File: src/rtl/cache_line_mover.sv
// cache_line_mover: byte-serial writeback/fill sequencer between the cache arrays and the SDRAM strobe port.
// Optional CLM_CRITICAL_FIRST_EN: fill reads start at the requested byte offset and wrap within the line.
module cache_line_mover #(
   parameter int LINE_BYTES = 4,
   parameter int MEM_RD_LAT = 1
) (
   input  logic                    clk,
   input  logic                    rst_n,
   input  logic                    req_valid,
   output logic                    req_ready,
   input  logic                    req_wb,
   input  logic                    req_fill,
   input  logic [15:0]             req_wb_addr,
   input  logic [15:0]             req_fill_addr,
   input  logic [8*LINE_BYTES-1:0] wb_data,
   output logic [8*LINE_BYTES-1:0] fill_data,
   output logic                    done,
   output logic [15:0]             mem_add,
   output logic [7:0]              mem_din,
   output logic                    mem_wr_rd,
   output logic                    mem_strb,
   input  logic [7:0]              mem_dout
);
   localparam int OW = $clog2(LINE_BYTES);
   localparam logic [OW-1:0] LAST = OW'(LINE_BYTES - 1);
   localparam logic [MEM_RD_LAT-1:0] PV_LAST = MEM_RD_LAT'(1) << (MEM_RD_LAT - 1);

   typedef enum logic [2:0] {IDLE, WB, FILL, DRAIN, DONE} state_t;

   state_t                  state;
   logic [OW-1:0]           idx;
   logic [OW-1:0]           nidx;
   logic [OW-1:0]           req_off;
   logic [OW-1:0]           fill_off;
   logic [15:OW]            wb_hi;
   logic [15:OW]            fill_hi;
   logic [8*LINE_BYTES-1:0] wb_buf;
   logic                    do_fill;
   logic [MEM_RD_LAT-1:0]   pv;
   logic [OW-1:0]           ps [MEM_RD_LAT];
   logic                    unused_ok;

   assign nidx = idx + OW'(1);
`ifdef CLM_CRITICAL_FIRST_EN
   assign req_off = req_fill_addr[OW-1:0];
`else
   assign req_off = '0;
`endif
   assign unused_ok = ^{req_wb_addr[OW-1:0], req_fill_addr[OW-1:0], wb_buf[7:0]};

   always_ff @(posedge clk or negedge rst_n) begin
      if (!rst_n) begin
         state     <= IDLE;
         idx       <= '0;
         fill_off  <= '0;
         wb_hi     <= '0;
         fill_hi   <= '0;
         wb_buf    <= '0;
         do_fill   <= 1'b0;
         req_ready <= 1'b1;
         done      <= 1'b0;
         mem_strb  <= 1'b0;
         mem_wr_rd <= 1'b0;
         mem_add   <= '0;
         mem_din   <= '0;
      end else begin
         done      <= 1'b0;
         mem_strb  <= 1'b0;
         mem_wr_rd <= 1'b0;
         mem_add   <= '0;
         mem_din   <= '0;
         case (state)
            IDLE: if (req_valid) begin
               wb_hi     <= req_wb_addr[15:OW];
               fill_hi   <= req_fill_addr[15:OW];
               fill_off  <= req_off;
               wb_buf    <= wb_data;
               do_fill   <= req_fill;
               req_ready <= 1'b0;
               idx       <= '0;
               if (req_wb) begin
                  state     <= WB;
                  mem_strb  <= 1'b1;
                  mem_wr_rd <= 1'b1;
                  mem_add   <= {req_wb_addr[15:OW], OW'(0)};
                  mem_din   <= wb_data[7:0];
               end else if (req_fill) begin
                  state    <= FILL;
                  mem_strb <= 1'b1;
                  mem_add  <= {req_fill_addr[15:OW], req_off};
               end else begin
                  state <= DONE;
                  done  <= 1'b1;
               end
            end
            WB: if (idx == LAST) begin
               idx <= '0;
               if (do_fill) begin
                  state    <= FILL;
                  mem_strb <= 1'b1;
                  mem_add  <= {fill_hi, fill_off};
               end else begin
                  state <= DONE;
                  done  <= 1'b1;
               end
            end else begin
               idx       <= nidx;
               mem_strb  <= 1'b1;
               mem_wr_rd <= 1'b1;
               mem_add   <= {wb_hi, nidx};
               mem_din   <= wb_buf[8*nidx +: 8];
            end
            FILL: if (idx == LAST) begin
               state <= DRAIN;
            end else begin
               idx      <= nidx;
               mem_strb <= 1'b1;
               mem_add  <= {fill_hi, OW'(fill_off + nidx)};
            end
            // Only the oldest read still in flight means this edge captures the final byte.
            DRAIN: if (pv == PV_LAST) begin
               state <= DONE;
               done  <= 1'b1;
            end
            DONE: begin
               state     <= IDLE;
               req_ready <= 1'b1;
            end
            default: state <= IDLE;
         endcase
      end
   end

   // Read slots travel with their strobe so each byte lands exactly MEM_RD_LAT cycles later.
   always_ff @(posedge clk or negedge rst_n) begin
      if (!rst_n) begin
         pv        <= '0;
         fill_data <= '0;
         for (int k = 0; k < MEM_RD_LAT; k++) ps[k] <= '0;
      end else begin
         for (int k = MEM_RD_LAT - 1; k > 0; k--) begin
            pv[k] <= pv[k-1];
            ps[k] <= ps[k-1];
         end
         pv[0] <= mem_strb && !mem_wr_rd;
         ps[0] <= mem_add[OW-1:0];
         if (pv[MEM_RD_LAT-1]) fill_data[8*ps[MEM_RD_LAT-1] +: 8] <= mem_dout;
      end
   end
endmodule
File: config.mk
export PLATFORM = sky130hd
export DESIGN_NAME = cache_line_mover
export DESIGN_NICKNAME = d
export VERILOG_FILES = /design/src/rtl/cache_line_mover.sv
export SDC_FILE = /design/constraint.sdc
export NUM_CORES = 1
export LEC_CHECK = 0
export BUFFER_PORTS_ARGS = -buffer_cell sky130_fd_sc_hd__buf_4
export CORE_MARGIN = 5
export CORE_UTILIZATION = 45
export CTS_BUF_LIST = sky130_fd_sc_hd__clkbuf_16
export CTS_CLUSTER_DIAMETER = 50
export DETAILED_ROUTE_END_ITERATION = 7
export MAX_ROUTING_LAYER = met4
export PLACE_DENSITY = 0.69
export SLEW_MARGIN = 30
export SYNTH_ARGS = -nofsm -noshare
export SYNTH_HDL_FRONTEND = slang
export SYNTH_SLANG_ARGS = --single-unit
export TNS_END_PERCENT = 1
File: constraint.sdc
create_clock -name clk -period 5.35 [get_ports clk]
set_clock_uncertainty 0.1 [all_clocks]
set_input_delay 0.8025 -clock clk [delete_from_list [all_inputs] [get_ports clk]]
set_output_delay 0.8025 -clock clk [all_outputs]
set_load 0.005 [all_outputs]
==> flow_metrics.env, run 1 <==
export IMPL_status="finished clean"
export IMPL_place_area_mm2=0.00646
export IMPL_crit_arrival_ns=3.06
export IMPL_finalHoldViolCount=0
export IMPL_post_route_period_util_pct=53.1
export IMPL_yosys_top_cells_area="dfrtp_1, mux2_2, a22o_1, mux4_2, nand2_1"
export IMPL_ys_flop_type="dfrtp_1"
export IMPL_seq_area_frac_synth_pct=60.2
export IMPL_via_count=3765
export IMPL_clock_path_buffers=2
export IMPL_layout_drive_gt1_share_pct=41.1
export IMPL_yosys_area_share_simple_pct=6.85
export IMPL_final_antenna_net_count=0
export IMPL_netlist_area_mm2=0.00537
export IMPL_yosys_warnings=0
export IMPL_drt_iter0_drc=243
export IMPL_viasPerCell=5.43
export IMPL_final_core_util_pct=61.3
export IMPL_ys_async_sr_fraction_pct=100
export IMPL_max_freq_mhz=352
export IMPL_worst_slew_pin_slew_ns=0.859
export IMPL_cts_num_sinks=129
export IMPL_irDropWorstVdd_mv=0.274
export IMPL_synthesis_nets=489
export IMPL_grt_first_pass_wirelength_um=20500
export IMPL_synth_adder_area_share_pct=1.63
export IMPL_drcViolationCount=0
export IMPL_fin_crit_ns=2.84
export IMPL_slowest_delay_ns=0.73
export IMPL_clkLatencyLatePin_ns=0.41
export IMPL_grt_start_max_net_pins=79
export IMPL_cts_hold_buffers=0
export IMPL_dr_pass1_iters=4
export IMPL_synth_compound_area_share_pct=13.8
export IMPL_grt_pass1_vias=4021
export IMPL_cts_setup_buffers=0
export IMPL_leakage_nw=3.35
export IMPL_grt_total_usage_pct=19.0
export IMPL_crit_required_ns=5.56
export IMPL_clkTransAtPathRegs_ns=0.06
export IMPL_cts_root_buf="clkbuf_16"
export IMPL_cts_resized=0
export IMPL_antennaDiodeCount=0
export IMPL_synth_edf_count=0
export IMPL_dp_cells=660
export IMPL_instances_no_fill=693
export IMPL_synth_xor_area_share_pct=0.163
export IMPL_yosysMostFrequentCell="dfrtp_1"
export IMPL_synth_top_family_by_area="multiplexers"
export IMPL_crit_chain="nor4b_4 -> buf_4 -> and3b_1 -> a22oi_1 -> o211ai_1"
export IMPL_muxShareOfSynthArea_pct=14.2
export IMPL_hold_class="primary input to asynchronous set/reset pin"
export IMPL_antenna_found_initial=0
export IMPL_critPathCaptureType="flop"
export IMPL_hold_ws_ns=0.153
export IMPL_critPathKind="flop to flop"
export IMPL_rsz0062_at_grt="false"
export IMPL_report_final_slew_viol_count=0
export IMPL_cap_violations=0
export IMPL_cts_tree="done"
export IMPL_syn_to_final_growth_pct=32.1
export IMPL_std_cell_rows=39
export IMPL_yosys_area_top_type="dfrtp_1"
export IMPL_numPortBuffers=132
export IMPL_fp_dieArea_mm2=0.0142
export IMPL_relSlewSlack_pct=42.7
export IMPL_htreeDepth=4
export IMPL_layout_nets=621
export IMPL_cpMaxStageDelayCell="buf_4"
export IMPL_cp_start_kind="flop"
export IMPL_stdcell_area_mm2=0.00709
export IMPL_synth_distinct_cells=40
export IMPL_crit_fanout=78
export IMPL_coreArea_mm2=0.0116
export IMPL_die_height_um=119
export IMPL_yosysTopAreaCellShare_pct=59.7
export IMPL_gr_total_overflow=0
export IMPL_ys_ff_latch=129
export IMPL_gp_congestion=0.795
export IMPL_critPathBufInv=1
export IMPL_setup_viol=0
export IMPL_routed_wl_um=12600
export IMPL_syn_inst=405
export IMPL_detail_route_wl_per_cell_um=18.1
export IMPL_fp_dieW_um=119
export IMPL_synthTopCellsByCount="dfrtp_1, mux2_2, a22o_1"
export IMPL_postSynthAreaPerCell_um2=13.3
export IMPL_numCtsBuffers=17
export IMPL_ioPinCount=137
export IMPL_setup_tns_ns=0
export IMPL_start_util_pct=46.4
export IMPL_p_per_area_mw_per_mm2=573
export IMPL_post_dp_hpwl_um=8530
export IMPL_cp_top_family="simple AND/OR/NAND/NOR gates"
==> placed cells by master (no fill, tap or decap), types with 4 or more instances in the layout <==
master,instances
a22o_1,41
a22oi_1,14
buf_4,135
bufinv_16,4
clkbuf_16,17
clkinv_2,4
dfrtp_1,128
ha_1,7
inv_1,19
mux2_2,50
mux4_2,8
nand2_1,37
nand2b_1,4
nor2_1,9
o211ai_1,13
o21ai_0,19
==> flip-flops by register name, summed over array words and instances, names as in the netlist <==
signal and flops:
mem_strb 1, wb_buf 32, ps 2, done 1, fill_data 32, state 3, mem_add 16, wb_hi 14
do_fill 1, req_ready 1, pv 1, idx 2, fill_hi 14, mem_wr_rd 1, mem_din 8
==> cells by family after synthesis <==
| logic type | after synthesis |
|---|---|
| AO/OA/AOI/OAI | 98 |
| multiplexers | 60 |
| adder cells (fa/ha/maj) | 7 |
| buffers and inverters | 40 |
| AND/OR/NAND/NOR | 70 |
| XOR/XNOR | 1 |
| flip-flops | 129 |
==> cell type report <==
type                       count  area (um2)
tap                          143         179
timing repair buffer         136        1040
clock buffer                  17         425
sequential                   129        3230
clock inverter                15         175
inverter                      17        63.8
fill                         890        4470
multi-input combinational    236        1980
==> per-layer routing <==
layer | up-vias | wire length, um | part of all wire (%) | track usage, %
li1 | 1746 | - | - | -
met1 | 1872 | 5360 | 43 | 23.4
met2 | 126 | 5900 | 47 | 27.7
met3 | 21 | 1070 | 8.5 | 8.10
met4 | 0 | 235 | 1.9 | 7.89
met5 | - | 0 | 0 | -
==> through the flow <==
step / power (mW) / setup slack (ns)
5_1_grt: 4.31 / 2.30
3_5_place_dp: 2.91 / 2.30
2_1_floorplan: 2.43 / 3.39
4_1_cts: 4.10 / 2.46
6_report: 4.06 / 2.51
3_3_place_gp: 2.84 / 2.35
==> final timing paths <==
| path | start | to | cells past startpoint | slack, ns |
|---|---|---|---|---|
| hold reg to reg | mem_add[0]$_DFF_PN0_ | ps[0]$_DFF_PN0_ | 0 | 0.28 |
| setup reg to reg | state[0]$_DFFE_PN0P_ | mem_add[8]$_DFF_PN0_ | 5 | 2.51 |
| hold / removal | rst_n | mem_add[7]$_DFF_PN0_ | 1 | 0.15 |
| max in group asynchronous | rst_n | fill_hi[7]$_DFFE_PN0P_ | 3 | 3.63 |
| setup / recovery | state[0]$_DFFE_PN0P_ | mem_add[8]$_DFF_PN0_ | 5 | 2.51 |
| min in group clk | mem_add[0]$_DFF_PN0_ | ps[0]$_DFF_PN0_ | 0 | 0.28 |
==> power by group <==
group	internal, mW	switching (mW)
clock network	0.767	0.407
registers	1.37	0.254
logic	0.717	0.553
total	2.85	1.21
No activity file was read; power rests on OpenSTA's default activity.
==> inputs of run 2 (changes only) <==
--- a/config.mk
+++ b/config.mk
@@ -5,6 +5,7 @@
 export SDC_FILE = /design/constraint.sdc
 export NUM_CORES = 1
 export LEC_CHECK = 0
+export ABC_AREA = 1
 export BUFFER_PORTS_ARGS = -buffer_cell sky130_fd_sc_hd__buf_4
 export CORE_MARGIN = 5
 export CORE_UTILIZATION = 45
@@ -12,7 +13,7 @@
 export CTS_CLUSTER_DIAMETER = 50
 export DETAILED_ROUTE_END_ITERATION = 7
 export MAX_ROUTING_LAYER = met4
-export PLACE_DENSITY = 0.69
+export PLACE_DENSITY = 0.71
 export SLEW_MARGIN = 30
 export SYNTH_ARGS = -nofsm -noshare
 export SYNTH_HDL_FRONTEND = slang
==> constraint.sdc (replaced) <==
create_clock -name clk -period 2.38 [get_ports clk]
set_clock_uncertainty 0.1 [all_clocks]
set_input_delay 0.357 -clock clk [delete_from_list [all_inputs] [get_ports clk]]
set_output_delay 0.357 -clock clk [all_outputs]
set_load 0.005 [all_outputs]
==> run 2 against run 1 <==
  * Synthesized area up 8.5%
  * Clock power up 110%
  * Die area is 7.8% higher
  * Highest routed layer unchanged
  * Sequential cell count is the same
  * Wire length rose by 22%
  * First-iteration DRC count up 76%
  * Sequential share of layout area is 2.5 points lower
  * Via count up 38%
  * Cell count rose by 46%
  * Design area up 5.9%
  * Global-route usage grew 2.4 points
  * Hold slack got worse by 0.11 ns
==> flow_metrics.env, run 2 <==
export IMPL_clkLatencyLatePin_ns=0.41
export IMPL_synth_distinct_cells=31
export IMPL_place_area_mm2=0.00695
export IMPL_detail_route_wl_per_cell_um=15.1
export IMPL_crit_arrival_ns=2.20
export IMPL_ioPinCount=137
export IMPL_power_mw=9.71
export IMPL_cts_hold_buffers=1
export IMPL_seq_area_frac_synth_pct=55.4
export IMPL_ys_ff_latch=129
export IMPL_antenna_found_initial=0
export IMPL_yosys_top_cells_area="dfrtp_1, nand2_1, o21ai_0, nand3_1, inv_1"
export IMPL_layout_drive_gt1_share_pct=21.2
export IMPL_post_route_period_util_pct=82.1
export IMPL_leakage_nw=3.88
export IMPL_grt_first_pass_wirelength_um=25200
export IMPL_fin_crit_ns=1.95
export IMPL_fill_cells=1109
export IMPL_synthesis_nets=787
export IMPL_crit_fanout=13
export IMPL_die_height_um=124
export IMPL_hold_class="primary input to flop"
export IMPL_coreArea_mm2=0.0127
export IMPL_worst_slew_pin_slew_ns=0.704
export IMPL_p_per_area_mw_per_mm2=1290
export IMPL_gr_total_overflow=0
export IMPL_yosysTopAreaCellShare_pct=55.0
export IMPL_cts_num_sinks=129
export IMPL_post_dp_hpwl_um=10500
export IMPL_start_util_pct=46.0
export IMPL_cp_start_kind="flop"
export IMPL_cts_root_buf="clkbuf_16"
export IMPL_rsz0062_at_grt="false"
export IMPL_yosys_warnings=0
export IMPL_grt_start_max_net_pins=71
export IMPL_viasPerCell=5.15
export IMPL_synthTopCellsByCount="nand2_1, dfrtp_1, o21ai_0"
export IMPL_fp_dieArea_mm2=0.0153
export IMPL_status="finished clean"
export IMPL_max_freq_mhz=512
export IMPL_syn_inst=703
export IMPL_gp_congestion=0.900
export IMPL_grt_pass1_vias=5347
export IMPL_hold_ws_ns=0.0393
export IMPL_yosys_area_top_type="dfrtp_1"
export IMPL_finalHoldViolCount=0
export IMPL_postSynthAreaPerCell_um2=8.29
export IMPL_cts_resized=0
export IMPL_clkTransAtPathRegs_ns=0.06
export IMPL_drt_iter0_drc=428
export IMPL_clock_path_buffers=2
export IMPL_ys_async_sr_fraction_pct=100
export IMPL_setup_viol=0
export IMPL_irDropWorstVdd_mv=0.509
export IMPL_relSlewSlack_pct=53.1
export IMPL_final_antenna_net_count=0
export IMPL_cts_tree="done"
export IMPL_cts_setup_buffers=0
export IMPL_most_common_layout_cells="nand2_1, buf_4, dfrtp_1, o21ai_0, nand3_1"
export IMPL_fp_dieW_um=124
export IMPL_critPathKind="flop to flop"
export IMPL_drcViolationCount=0
export IMPL_antennaDiodeCount=0
export IMPL_htreeDepth=4
export IMPL_critPathCaptureType="flop"
export IMPL_ys_flop_type="dfrtp_1"
export IMPL_cap_violations=0
export IMPL_yosysMostFrequentCell="nand2_1"
export IMPL_reg_top3="fill_data x32, wb_buf x32, mem_add x16"
export IMPL_crit_required_ns=2.63
export IMPL_numCtsBuffers=17
export IMPL_numPortBuffers=132
export IMPL_std_cell_rows=41
export IMPL_syn_to_final_growth_pct=28.9
export IMPL_via_count=5213
export IMPL_report_final_slew_viol_count=0
export IMPL_netlist_area_mm2=0.00583
export IMPL_setup_tns_ns=0
export IMPL_dr_pass1_iters=5
export IMPL_final_common_cell="nand2_1"
export IMPL_synth_edf_count=0
export IMPL_stdcell_area_mm2=0.00751
export IMPL_place_ws_ns=0.446
export IMPL_worst_slack_ns=0.426
export IMPL_routed_wl_um=15300
export IMPL_layout_nets=913
export IMPL_grt_total_usage_pct=21.4
run 2: cell count changes in the layout (fill, tap and decap cells not counted), sizes merged, moves of 4 or more:
cell and change:
mux2 -51, a22o -41, o211ai -4, a22oi -14
nor2 +22, mux4 -8, nand3 +60, o21ai +86
inv +41, nand2 +219, nand2b -4
run 2: worst max-delay path, stage by stage (launching register included):
cell	delay [ns]
dfrtp_1	0.51
inv_1	0.24
ha_1	0.20
nand2_1	0.20
nor2_1	0.42
nand3_1	0.13
nand2_1	0.09
run 2: metrics by stage:
| step | instances | utilization (%) |
|---|---|---|
| 2_1_floorplan | 703 | - |
| 3_3_place_gp | 981 | 54.9 |
| 3_5_place_dp | 981 | 54.9 |
| 4_1_cts | 1013 | 59.3 |
| 5_1_grt | 1013 | 59.3 |
| 6_report | 1013 | 59.3 |
run 2: final cells by class:
class | count | area (um2) | area share, %
Sequential cell | 129 | 3230 | 43.0
Multi-Input combinational cell | 482 | 2190 | 29.2
Timing Repair Buffer | 139 | 1100 | 14.6
Clock buffer | 17 | 425 | 5.66
Inverter | 60 | 228 | 3.03
Tap cell | 172 | 215 | 2.87
Clock inverter | 14 | 125 | 1.67
run 2: worst paths after layout:
kind | cells after the start | slack (ns) | start | to
max in group asynchronous | 3 | 1.08 | rst_n | req_ready$_DFFE_PN1P_
min in group asynchronous | 2 | 0.39 | rst_n | mem_add[15]$_DFF_PN0_
worst min register to register | 0 | 0.28 | mem_add[1]$_DFF_PN0_ | ps[1]$_DFF_PN0_
worst min-delay path | 3 | 0.04 | wb_data[17] | wb_buf[17]$_DFFE_PN0P_
worst max register to register | 6 | 0.43 | ps[0]$_DFF_PN0_ | fill_data[5]$_DFFE_PN0P_
worst max-delay path | 6 | 0.43 | ps[0]$_DFF_PN0_ | fill_data[5]$_DFFE_PN0P_
run 2: cells by family (layout without fill, tap and decap cells):
| logic type | Yosys count | count (layout) | synth area share, % |
|---|---|---|---|
| adders and majority gates | 7 | 7 | 1.50 |
| buffers and inverters | 92 | 230 | 6.94 |
| and+or+nand+nor | 353 | 353 | 24.7 |
| AOI/OAI and AO/OA | 122 | 122 | 11.4 |
| DFF | 129 | 129 | 55.4 |
run 2: routing by layer:
layer,vias to the layer above,wire length (um),GRT usage [%]
li1,2509,-,-
met1,2472,6580,26.8
met2,214,7590,35.2
met3,18,1020,4.77
met4,0,132,6.09
met5,-,0,-
run 2: power by group:
group | internal [mW] | switching [mW]
sequential | 3.17 | 0.588
clock | 1.51 | 0.917
combinational | 1.45 | 2.08
total | 6.13 | 3.58
==> inputs of run 3 (changes only) <==
==> constraint.sdc (replaced) <==
create_clock -name clk -period 1.7 [get_ports clk]
set_clock_uncertainty 0.1 [all_clocks]
set_input_delay 0.255 -clock clk [delete_from_list [all_inputs] [get_ports clk]]
set_output_delay 0.255 -clock clk [all_outputs]
set_load 0.005 [all_outputs]
==> run 3 against run 2 <==
  * Worst setup slack lost 0.34 ns
  * Wire length grew 3.2%
  * Hold slack lost 0.021 ns
  * Utilization grew 4.8 points
  * Sequential share of layout area shrank 3.3 points
  * Highest routed layer unchanged
==> flow_metrics.env, run 3 (synthesized netlist as in run 2, its figures left out) <==
export IMPL_fp_dieW_um=124
export IMPL_status="finished clean"
export IMPL_irDropWorstVdd_mv=0.659
export IMPL_std_cell_rows=41
export IMPL_seq_area_mm2=0.00323
export IMPL_antenna_found_initial=0
export IMPL_final_common_cell="nand2_1"
export IMPL_cts_tree="done"
export IMPL_p_per_area_mw_per_mm2=1690
export IMPL_coreArea_mm2=0.0127
export IMPL_grt_total_usage_pct=21.8
export IMPL_dr_pass1_iters=8
export IMPL_grt_first_pass_wirelength_um=25500
export IMPL_routed_wl_um=15800
export IMPL_cap_violations=0
export IMPL_viasPerCell=5.08
export IMPL_drcViolationCount=0
export IMPL_final_core_util_pct=64.1
export IMPL_clkLatencyLatePin_ns=0.41
export IMPL_hold_class="primary input to flop"
export IMPL_fp_dieArea_mm2=0.0153
export IMPL_clkTransAtPathRegs_ns=0.06
export IMPL_ioPinCount=137
export IMPL_post_dp_hpwl_um=10700
export IMPL_power_mw=13.7
export IMPL_finalHoldViolCount=0
export IMPL_cp_start_kind="flop"
export IMPL_via_count=5471
export IMPL_crit_arrival_ns=1.84
export IMPL_grt_pass1_vias=5383
export IMPL_critPathCaptureType="flop"
export IMPL_numPortBuffers=132
export IMPL_leakage_nw=4.15
export IMPL_post_route_period_util_pct=94.8
export IMPL_crit_fanout=13
export IMPL_htreeDepth=4
export IMPL_antennaDiodeCount=0
export IMPL_place_area_mm2=0.00706
export IMPL_gr_total_overflow=0
export IMPL_critPathKind="flop to flop"
export IMPL_drt_iter0_drc=446
export IMPL_layout_nets=978
export IMPL_fill_cells=1021
export IMPL_numCtsBuffers=17
export IMPL_die_height_um=124
export IMPL_reg_top3="fill_data x32, wb_buf x32, mem_add x16"
export IMPL_cts_num_sinks=129
export IMPL_relSlewSlack_pct=53.0
export IMPL_start_util_pct=46.0
export IMPL_cts_root_buf="clkbuf_16"
export IMPL_hold_ws_ns=0.0179
export IMPL_most_common_layout_cells="nand2_1, buf_4, dfrtp_1, o21ai_0, nand3_1"
export IMPL_report_final_slew_viol_count=0
export IMPL_multi_input_area_mm2=0.00220
export IMPL_layout_drive_gt1_share_pct=21.5
export IMPL_detail_route_wl_per_cell_um=14.7
export IMPL_syn_to_final_growth_pct=39.5
export IMPL_worst_slew_pin_slew_ns=0.705
export IMPL_rsz0062_at_grt="true"
export IMPL_gp_congestion=0.899
export IMPL_cts_setup_buffers=0
export IMPL_crit_required_ns=1.93
export IMPL_final_antenna_net_count=0
export IMPL_max_freq_mhz=620
export IMPL_clock_path_buffers=2
export IMPL_setup_viol=0
export IMPL_stdcell_area_mm2=0.00813
export IMPL_grt_start_max_net_pins=56
export IMPL_setup_tns_ns=0
export IMPL_fin_crit_ns=1.61
[run 3: critical path, stage by stage (launching register included)]
cell and delay [ns]:
dfrtp_1 0.43, ha_1 0.25, inv_1 0.09, nand3_2 0.16, inv_2 0.29, nand2_1 0.10
nand3_1 0.12
[run 3: power by group]
| part | switching (mW) | internal, mW | total [mW] |
|---|---|---|---|
| Clock | 1.29 | 1.96 | 3.25 |
| Sequential | 0.802 | 4.44 | 5.25 |
| Combinational | 2.97 | 2.28 | 5.25 |
[run 3: area by class of cell]
cell class	count	share of cell area (%)
timing repair buffer	204	21.3
clock buffer	17	5.24
tap	172	2.65
inverter	60	2.80
sequential	129	39.7
multi-input combinational	482	27.0
clock inverter	13	1.23
[run 3: timing repair]
item | 4_1_cts | 5_1_grt
hold buffers | 53 | 0
endpoints found under the hold margin | 181 | 0
setup endpoints to repair | 0 | 13
gates resized for setup | 0 | 3
[run 3: through the flow]
step           instances  setup slack [ns]
2_1_floorplan        703           0.00797
3_3_place_gp         994             0.141
3_5_place_dp         994             0.102
4_1_cts             1077            0.0874
5_1_grt             1077           -0.0112
6_report            1077            0.0882
[run 3: per-layer routing]
metal,vias up,wire length (um),track usage (%),part of all wire [%]
li1,2638,-,-,-
met1,2589,6740,27.0,43
met2,210,7730,35.7,49
met3,34,1030,4.22,6.5
met4,0,302,8.03,1.9
met5,-,0,-,0
[run 3: worst paths after layout]
kind,from,to,slack (ns),cells past startpoint
min in group asynchronous,rst_n,pv$_DFF_PN0_,0.19,2
max in group asynchronous,rst_n,mem_din[4]$_DFF_PN0_,0.79,3
min reg2reg,mem_add[1]$_DFF_PN0_,ps[1]$_DFF_PN0_,0.27,0
max reg2reg,idx[0]$_DFFE_PN0P_,mem_add[4]$_DFF_PN0_,0.09,6
min,mem_dout[1],fill_data[1]$_DFFE_PN0P_,0.02,3
max,idx[0]$_DFFE_PN0P_,mem_add[4]$_DFF_PN0_,0.09,6
